<file path="config.mk">
export PLATFORM = sky130hd
export DESIGN_NAME = riscv_issue_ctrl
export DESIGN_NICKNAME = d
export VERILOG_FILES = /design/src/rtl/riscv_issue_ctrl.sv
export SDC_FILE = /design/constraint.sdc
export NUM_CORES = 1
export LEC_CHECK = 0
export ABC_AREA = 1
export BUFFER_PORTS_ARGS = -buffer_cell sky130_fd_sc_hd__clkbuf_2
export CAP_MARGIN = 0
export CORE_UTILIZATION = 30
export CTS_CLUSTER_DIAMETER = 60
export DETAILED_ROUTE_END_ITERATION = 6
export HOLD_SLACK_MARGIN = 0.05
export SYNTH_ARGS = -nofsm -noshare
export SYNTH_HDL_FRONTEND = slang
export SYNTH_SLANG_ARGS = --single-unit
</file>
<file path="constraint.sdc">
create_clock -name clk -period 3 [get_ports clk]
set_clock_uncertainty 0.2 [all_clocks]
set_input_delay 0.15 -clock clk [delete_from_list [all_inputs] [get_ports clk]]
set_output_delay 0.15 -clock clk [all_outputs]
set_load 0.01 [all_outputs]
</file>
<file path="src/rtl/riscv_issue_ctrl.sv">
// In-order ID->EX issue controller: gates the handshake with a FIFO scoreboard of pending destination registers.
// Optional hazard-stall performance counter enabled by defining RISCV_ISSUE_PERF_EN.
module riscv_issue_ctrl #(
   parameter int DEPTH = 4
) (
   input  logic        clk,
   input  logic        rstn,
   input  logic        id_rdy,
   output logic        id_ack,
   input  logic [4:0]  id_rs1,
   input  logic        id_rs1_used,
   input  logic [4:0]  id_rs2,
   input  logic        id_rs2_used,
   input  logic [4:0]  id_rsd,
   output logic        ex_rdy,
   input  logic        ex_ack,
   input  logic        wb_retire,
   output logic        busy,
   output logic        sb_err,
   input  logic        stall_clr,
   output logic [31:0] stall_cnt
);

   localparam int PW = (DEPTH > 1) ? $clog2(DEPTH) : 1;
   localparam logic [PW:0] FULL_CNT = (PW+1)'(DEPTH);

   logic [DEPTH-1:0] valid_reg, valid_next;
   logic [4:0]       rsd_reg  [DEPTH];
   logic [4:0]       rsd_next [DEPTH];
   logic [PW-1:0]    wptr_reg, wptr_next;
   logic [PW-1:0]    rptr_reg, rptr_next;
   logic [PW:0]      count_reg, count_next;
   logic             sb_err_reg, sb_err_next;

   logic [DEPTH-1:0] hit1, hit2;
   logic             hazard, full, block, issue, push, pop;

   // Source compare against registered entries only; a retiring entry still blocks this cycle.
   for (genvar gi = 0; gi < DEPTH; gi++) begin : g_match
      assign hit1[gi] = valid_reg[gi] && (rsd_reg[gi] == id_rs1);
      assign hit2[gi] = valid_reg[gi] && (rsd_reg[gi] == id_rs2);
   end

   assign hazard = (id_rs1_used && (id_rs1 != 5'd0) && (|hit1)) ||
                   (id_rs2_used && (id_rs2 != 5'd0) && (|hit2));
   assign full   = (count_reg == FULL_CNT);
   assign block  = hazard || full;

   assign ex_rdy = rstn && id_rdy && !block;
   assign id_ack = rstn && ex_ack && !block;
   assign issue  = id_rdy && id_ack;
   assign push   = issue && (id_rsd != 5'd0);
   assign pop    = wb_retire && (count_reg != '0);

   always_comb begin
      valid_next  = valid_reg;
      rsd_next    = rsd_reg;
      wptr_next   = wptr_reg;
      rptr_next   = rptr_reg;
      count_next  = count_reg;
      sb_err_next = sb_err_reg || (wb_retire && (count_reg == '0));
      if (pop) begin
         valid_next[rptr_reg] = 1'b0;
         rptr_next            = rptr_reg + 1'b1;
      end
      if (push) begin
         valid_next[wptr_reg] = 1'b1;
         rsd_next[wptr_reg]   = id_rsd;
         wptr_next            = wptr_reg + 1'b1;
      end
      case ({push, pop})
         2'b10:   count_next = count_reg + 1'b1;
         2'b01:   count_next = count_reg - 1'b1;
         default: count_next = count_reg;
      endcase
   end

   always_ff @(posedge clk or negedge rstn) begin
      if (!rstn) begin
         valid_reg  <= '0;
         for (int i = 0; i < DEPTH; i++) rsd_reg[i] <= 5'd0;
         wptr_reg   <= '0;
         rptr_reg   <= '0;
         count_reg  <= '0;
         sb_err_reg <= 1'b0;
      end else begin
         valid_reg  <= valid_next;
         rsd_reg    <= rsd_next;
         wptr_reg   <= wptr_next;
         rptr_reg   <= rptr_next;
         count_reg  <= count_next;
         sb_err_reg <= sb_err_next;
      end
   end

   assign busy   = (count_reg != '0);
   assign sb_err = sb_err_reg;

`ifdef RISCV_ISSUE_PERF_EN
   logic [31:0] stall_cnt_reg;

   // Clear wins over increment; count saturates instead of wrapping.
   always_ff @(posedge clk or negedge rstn) begin
      if (!rstn)
         stall_cnt_reg <= 32'd0;
      else if (stall_clr)
         stall_cnt_reg <= 32'd0;
      else if (id_rdy && block && (stall_cnt_reg != 32'hFFFF_FFFF))
         stall_cnt_reg <= stall_cnt_reg + 32'd1;
   end

   assign stall_cnt = stall_cnt_reg;
`else
   logic unused_stall_clr;
   assign unused_stall_clr = stall_clr;
   assign stall_cnt        = 32'd0;
`endif

endmodule

</file>
==> metrics.yaml, run 1 <==
cts_setup_buffers: 0
io_pins: 59
ys_ff_latch: 32
viasPerCell: 4.427
core_area_um2: 8175
io_buffer_count: 25
cp-startpoint: "id_rsd[1]"
dpl_cell_area_um2: 2653
yosys_warnings: 0
ys.flop_type: "dfrtp_1"
critPathArrivalTime_ns: 2.66
cts-buffers-inserted: 5
synthMostInstantiatedCell: "nand2_1"
power.density_nw_per_um2: 767.7
overflow: 0
cts_resized: 0
gp_congestion: 0.8707
dp.cells: 503
synth_area_leaders: "dfrtp_1 (32%), nand2_1 (23%), buf_4 (9.5%), nand4_1 (5.4%), inv_1 (5.2%)"
clk_latency_ns: 0.29
rsz0062_at_grt: "false"
synth_cell_types: 27
grt_max_degree: 34
num_vias: 2293
netlist_area_um2: 2530
chipWidth_um: 93.83
cts_buffer_depth: 2
stdcell_area_um2: 2830
drive_above_1_share_pct: 13.56
first_iter_violations: 92
status: "finished clean"
ant_nets: 0
clk_pin_slew_worst_paths_ns: 0.07
grt_pass1_vias: 2078
async_reset_ff_share_pct: 100.0
grt_pass1_wl_mm: 10.28
fmax_ghz: 0.3712
fin_cells: 518
cap_violations: 0
fin_util_pct: 34.62
power.leakage_nw: 1.620
antenna_cells: 0
yosysSeqAreaShare_pct: 31.65
critical_path_class: "in -> reg"
cp_max_fo: 5
fillers: 913
largest_reg_flops: 20
final_max_slew_viol_count: 0
core.rowCount: 33
fin_crit_sh_pct: 89.81
cts-root-buf: "clkbuf_8"
wirelength_mm: 6.149
grt_usage_pct: 15.19
cp.required_ns: 2.97
synth_common_cells: "nand2_1 (153), inv_1 (35), buf_4 (32), dfrtp_1 (32), nor2_1 (29)"
dieArea_um2: 8804
min_from: "id_rdy"
cts_hold_buffers: 7
post-dp-hpwl_mm: 4.849
avgRoutedWirePerCell_um: 11.87
antenna_found_initial: 0
synth_top_area_share_pct: 31.65
initial_core_util_pct: 30.95
start_kind: "input port"
end_kind: "flip-flop"
synth-edff-count: 0
die_h_um: 93.83
firstDrtPassIters: 4
synthToLayoutAreaGrowth_pct: 11.87
drc: 0
cts_tree: "built"
hold_class: "in -> reg"
post-route-min-period_ns: 2.694
yosysTopAreaCell: "dfrtp_1"
avgSynthCellArea_um2: 6.746
ir_worst_vdd_mv: 0.4606
timing.setup.tns_ns: 0
layout.nets: 445
clock_sinks: 32
hold_viol: 0
whs_ns: 0.09931
setup_viol: 0
netlist_instances: 375
cts_max_level: 2
worstReg2RegStart: "rsd_reg[8]$_DFFE_PN0P_"
[power by group]
group | switching, mW | internal [mW] | total (mW)
clock | 0.158 | 0.246 | 0.405
sequential | 0.214 | 0.627 | 0.841
combinational | 0.587 | 0.340 | 0.927
[placed cells by master, fill, tap and decap left out, types with 7 or more instances in the layout]
cell,Yosys,routed
conb_1,1,32
dlygate4sd3_1,0,7
nand2_1,153,153
nand4_1,22,22
nand3_1,11,11
nor2_1,29,29
o21ai_0,10,10
clkbuf_2,0,25
ha_1,9,9
dfrtp_1,32,32
inv_1,35,35
inv_2,9,9
[path summary, 6_finish.rpt]
path,end,slack [ns],depth (start not counted)
max in group asynchronous,rsd_reg[2]$_DFFE_PN0P_,2.05,3
setup reg to reg,count_reg[1]$_DFFE_PN0P_,0.35,14
setup / recovery,count_reg[2]$_DFFE_PN0P_,0.31,12
hold reg to reg,count_reg[0]$_DFFE_PN0P_,0.27,1
hold / removal,wptr_reg[0]$_DFFE_PN0P_,0.1,6
min in group asynchronous,wptr_reg[1]$_DFFE_PN0P_,0.25,3
[critical path, stage by stage]
cell	delay, ns
dlygate4sd3_1	0.54
clkbuf_2	0.16
or4_1	0.52
o21ai_1	0.16
inv_2	0.05
nand2_1	0.11
ha_1	0.15
inv_1	0.06
fa_1	0.37
a21oi_1	0.14
o21ai_0	0.10
xor2_1	0.15
[cell families (layout without fill, tap and decap cells)]
logic type / after synthesis / after routing / share of synthesized area (%)
AO/OA/AOI/OAI: 24 / 24 / 5.787
XOR/XNOR: 3 / 3 / 1.039
adder cells (fa/ha/maj): 10 / 10 / 5.242
buffers and inverters: 80 / 87 / 17.31
flip-flops: 32 / 32 / 31.65
other: 1 / 32 / 0.1482
AND/OR/NAND/NOR: 225 / 225 / 38.82
[layout make-up]
class / instances / area [um^2] / share of cell area, %
Multi-Input combinational cell: 294 / 1408 / 49.73
Sequential cell: 32 / 800.8 / 28.29
Timing Repair Buffer: 35 / 217.7 / 7.692
Inverter: 44 / 165.2 / 5.836
Tap cell: 105 / 131.4 / 4.642
Clock buffer: 6 / 72.57 / 2.564
Clock inverter: 2 / 35.03 / 1.238
[layer usage]
metal  wire length (um)  global-route usage (%)  part of all wire, %  vias up
met4                154                   6.026                  2.5        0
met3                281                   2.023                  4.6       13
li1                   -                       -                    -     1189
met5                  0                       0                    0        -
met1               2976                   20.32                   48     1015
met2               2736                   24.64                   44       76
[through the flow]
| step | setup WS, ns | power (mW) |
|---|---|---|
| 2_1_floorplan | 0.6577 | 1.524 |
| 3_3_place_gp | 0.4089 | 1.740 |
| 3_5_place_dp | 0.3687 | 1.768 |
| 4_1_cts | 0.3191 | 2.187 |
| 5_1_grt | 0.1512 | 2.392 |
| 6_report | 0.3057 | 2.173 |
No activity file was read; power rests on OpenSTA's default activity.
==> run 2: changes to the inputs <==
- ABC_AREA: 1 -> 0
- clock period: 3 -> 2.34 ns (I/O delays scaled with it)
==> run 2 against run 1 <==
Compared with the run above: the flow now finishes with violations (setup timing); wire length down 21%; critical path type is now reg -> reg; combinational power grew 43%; non-clock buffer count up 23; synthesized cell count decreased by 43%.
==> metrics.yaml, run 2 <==
setup_viol: 24
cp_num_buf_inv: 2
cp_common_cell: "xor2_1"
r2r_cells: 13
critPathArrivalTime_ns: 2.70
grt_pass1_wl_mm: 7.783
crit_cells: 13
yosys_warnings: 0
overflow: 0
gp_congestion: 0.8216
cp_max_fo: 3
cts-root-buf: "clkbuf_8"
layout.nets: 301
hold_viol: 0
worst_slack_ns: -0.3618
ys.flop_type: "dfrtp_1"
synth_common_cells: "xor2_1 (34), buf_4 (32), dfrtp_1 (32), mux2_1 (20), inv_1 (13)"
min_from: "id_rdy"
ys_ff_latch: 32
min_to: "wptr_reg[0]$_DFFE_PN0P_"
post-dp-hpwl_mm: 3.675
r2r_slack_ns: -0.36
cts_max_level: 2
stdcell_area_um2: 2849
critPathTopFamily: "simple AND/OR/NAND/NOR gates"
hold_class: "in -> reg"
core.rowCount: 31
violations: "setup timing"
path_cells: "xor2_1 > nor4_1 > nand3_1 > and4_4 > o221ai_4 > nor2_2 > inv_2 > ha_4 > inv_2 > fa_2 > xor2_1 > nor2_1 > xor2_1"
largest_reg_flops: 20
end_kind: "flip-flop"
power_mw: 2.808
r2r-end: "count_reg[2]$_DFFE_PN0P_"
critical_path_class: "reg -> reg"
final_max_slew_viol_count: 0
cts-buffers-inserted: 5
dpl_cell_area_um2: 2527
rsz0062_at_grt: "true"
ant_nets: 0
power.density_nw_per_um2: 985.6
clock_sinks: 32
cp.required_ns: 2.34
synth_area_leaders: "dfrtp_1 (35%), xor2_1 (13%), buf_4 (10%), mux2_1 (9.8%), ha_1 (4.9%)"
drc: 0
status: "finished with violations"
num_vias: 1540
start_kind: "flip-flop"
drive_above_1_share_pct: 35.82
io_buffer_count: 25
grt_pass1_vias: 1494
first_iter_violations: 32
synth_cell_types: 30
avgRoutedWirePerCell_um: 13.25
min_path_cells: 5
netlist_area_um2: 2296
clk_pin_slew_worst_paths_ns: 0.06
antenna_found_initial: 0
fmax_ghz: 0.3701
final_cell_mix: "xor2_1 (32), conb_1 (32), dfrtp_1 (32)"
clk_latency_ns: 0.28
yosysTopAreaCell: "dfrtp_1"
firstDrtPassIters: 4
io_pins: 59
grt_usage_pct: 13.16
wirelength_mm: 4.864
dieArea_um2: 8007
chipWidth_um: 89.48
viasPerCell: 4.196
async_reset_ff_share_pct: 100.0
core_area_um2: 7331
initial_core_util_pct: 31.32
fin_crit_sh_pct: 115.5
cts_buffer_depth: 2
yosysSeqAreaShare_pct: 34.88
synth_top_area_share_pct: 34.88
post-route-min-period_ns: 2.702
cp_slowest_cell: "dfrtp_1"
ir_worst_vdd_mv: 0.4072
cts_tree: "built"
slowest_delay_ns: 0.43
grt_max_degree: 35
synth-edff-count: 0
cap_violations: 0
die_h_um: 89.48
antenna_cells: 0
power.leakage_nw: 1.373
netlist_instances: 215
worstReg2RegStart: "rsd_reg[4]$_DFFE_PN0P_"
synthMostInstantiatedCell: "xor2_1"
synthToLayoutAreaGrowth_pct: 24.09
avgSynthCellArea_um2: 10.68
[run 2: cell types whose count changed after synthesis, moves of 6 or more]
cell	previous run	this run
nand2_1	153	7
xor2_1	2	34
nor2_1	29	3
inv_1	35	13
nand4_1	22	0
mux2_1	0	20
xnor2_1	1	11
inv_2	9	0
o21ai_0	10	1
nor4_1	0	8
buf_2	2	8
o21ai_1	6	0
[run 2: power by group]
part	total (mW)	switching (mW)	leakage, nW	internal, mW
logic	1.33	0.601	0.940	0.725
registers	1.09	0.267	0.392	0.820
clock network	0.395	0.193	0.0410	0.202
[run 2: worst max-delay path by stage]
| stage | from | to |
|---|---|---|
| final | rsd_reg[4]$_DFFE_PN0P_ | count_reg[2]$_DFFE_PN0P_ |
| after global routing | rsd_reg[10]$_DFFE_PN0P_ | count_reg[2]$_DFFE_PN0P_ |
| after CTS | rsd_reg[10]$_DFFE_PN0P_ | count_reg[2]$_DFFE_PN0P_ |
| after detailed placement | rsd_reg[12]$_DFFE_PN0P_ | count_reg[2]$_DFFE_PN0P_ |
| after global placement | rsd_reg[6]$_DFFE_PN0P_ | count_reg[2]$_DFFE_PN0P_ |
| after floorplan | rsd_reg[0]$_DFFE_PN0P_ | count_reg[2]$_DFFE_PN0P_ |
[run 2: logic make-up after synthesis]
| family | after synthesis | share of synthesized area, % |
|---|---|---|
| muxes | 22 | 10.74 |
| DFF | 32 | 34.88 |
| other | 1 | 0.1633 |
| adders and majority gates | 10 | 5.777 |
| AOI/OAI and AO/OA | 10 | 4.414 |
| buffers and inverters | 56 | 15.48 |
| and+or+nand+nor | 39 | 11.39 |
| xor gates and xnor gates | 45 | 17.17 |
[run 2: per-stage QoR]
step	worst slack, ns	setup TNS, ns	instances	hold slack, ns	utilization, %
finish	-0.3618	-3.355	367	0.1809	38.86
global route	-0.5333	-6.262	367	0.2154	38.86
CTS	-0.3752	-1.651	366	0.1725	37.94
detailed placement	-0.4480	-4.213	348	0.04636	34.48
global placement	-0.4224	-3.680	348	0.04151	34.48
floorplan	-0.4787	-0.8501	246	-0.3786	-
[run 2: layout make-up]
type	count	area, um^2
Inverter	13	48.80
Timing Repair Buffer	58	417.9
Clock inverter	1	5.005
Sequential cell	32	800.8
Clock buffer	6	72.57
Tap cell	99	123.9
Multi-Input combinational cell	158	1380
Fill cell	744	4482
[run 2: repair_timing]
item | in CTS | in global routing
buffers inserted | 4 | 1
resized for setup | 15 | 13
hold buffers | 7 | 0
endpoints found under the hold margin | 53 | 0
endpoints found under the setup margin | 24 | 29
pin swaps | 13 | 7
gates cloned | 0 | 0
[run 2: per-layer routing]
layer | vias to the layer above | part of all wire [%] | wire length, um | track usage [%]
li1 | 749 | - | - | -
met1 | 739 | 48 | 2354 | 18.04
met2 | 48 | 47 | 2304 | 21.24
met3 | 4 | 3.4 | 165 | 2.585
met4 | 0 | 0.82 | 40 | 3.463
met5 | - | 0 | 0 | 0
[run 2: worst min-delay path: cells and delay by family]
family          cells  cell delay (ns)
buf+inv             2             0.24
simple gates        1             0.06
compound gates      1             0.10
xor+xnor            1             0.12
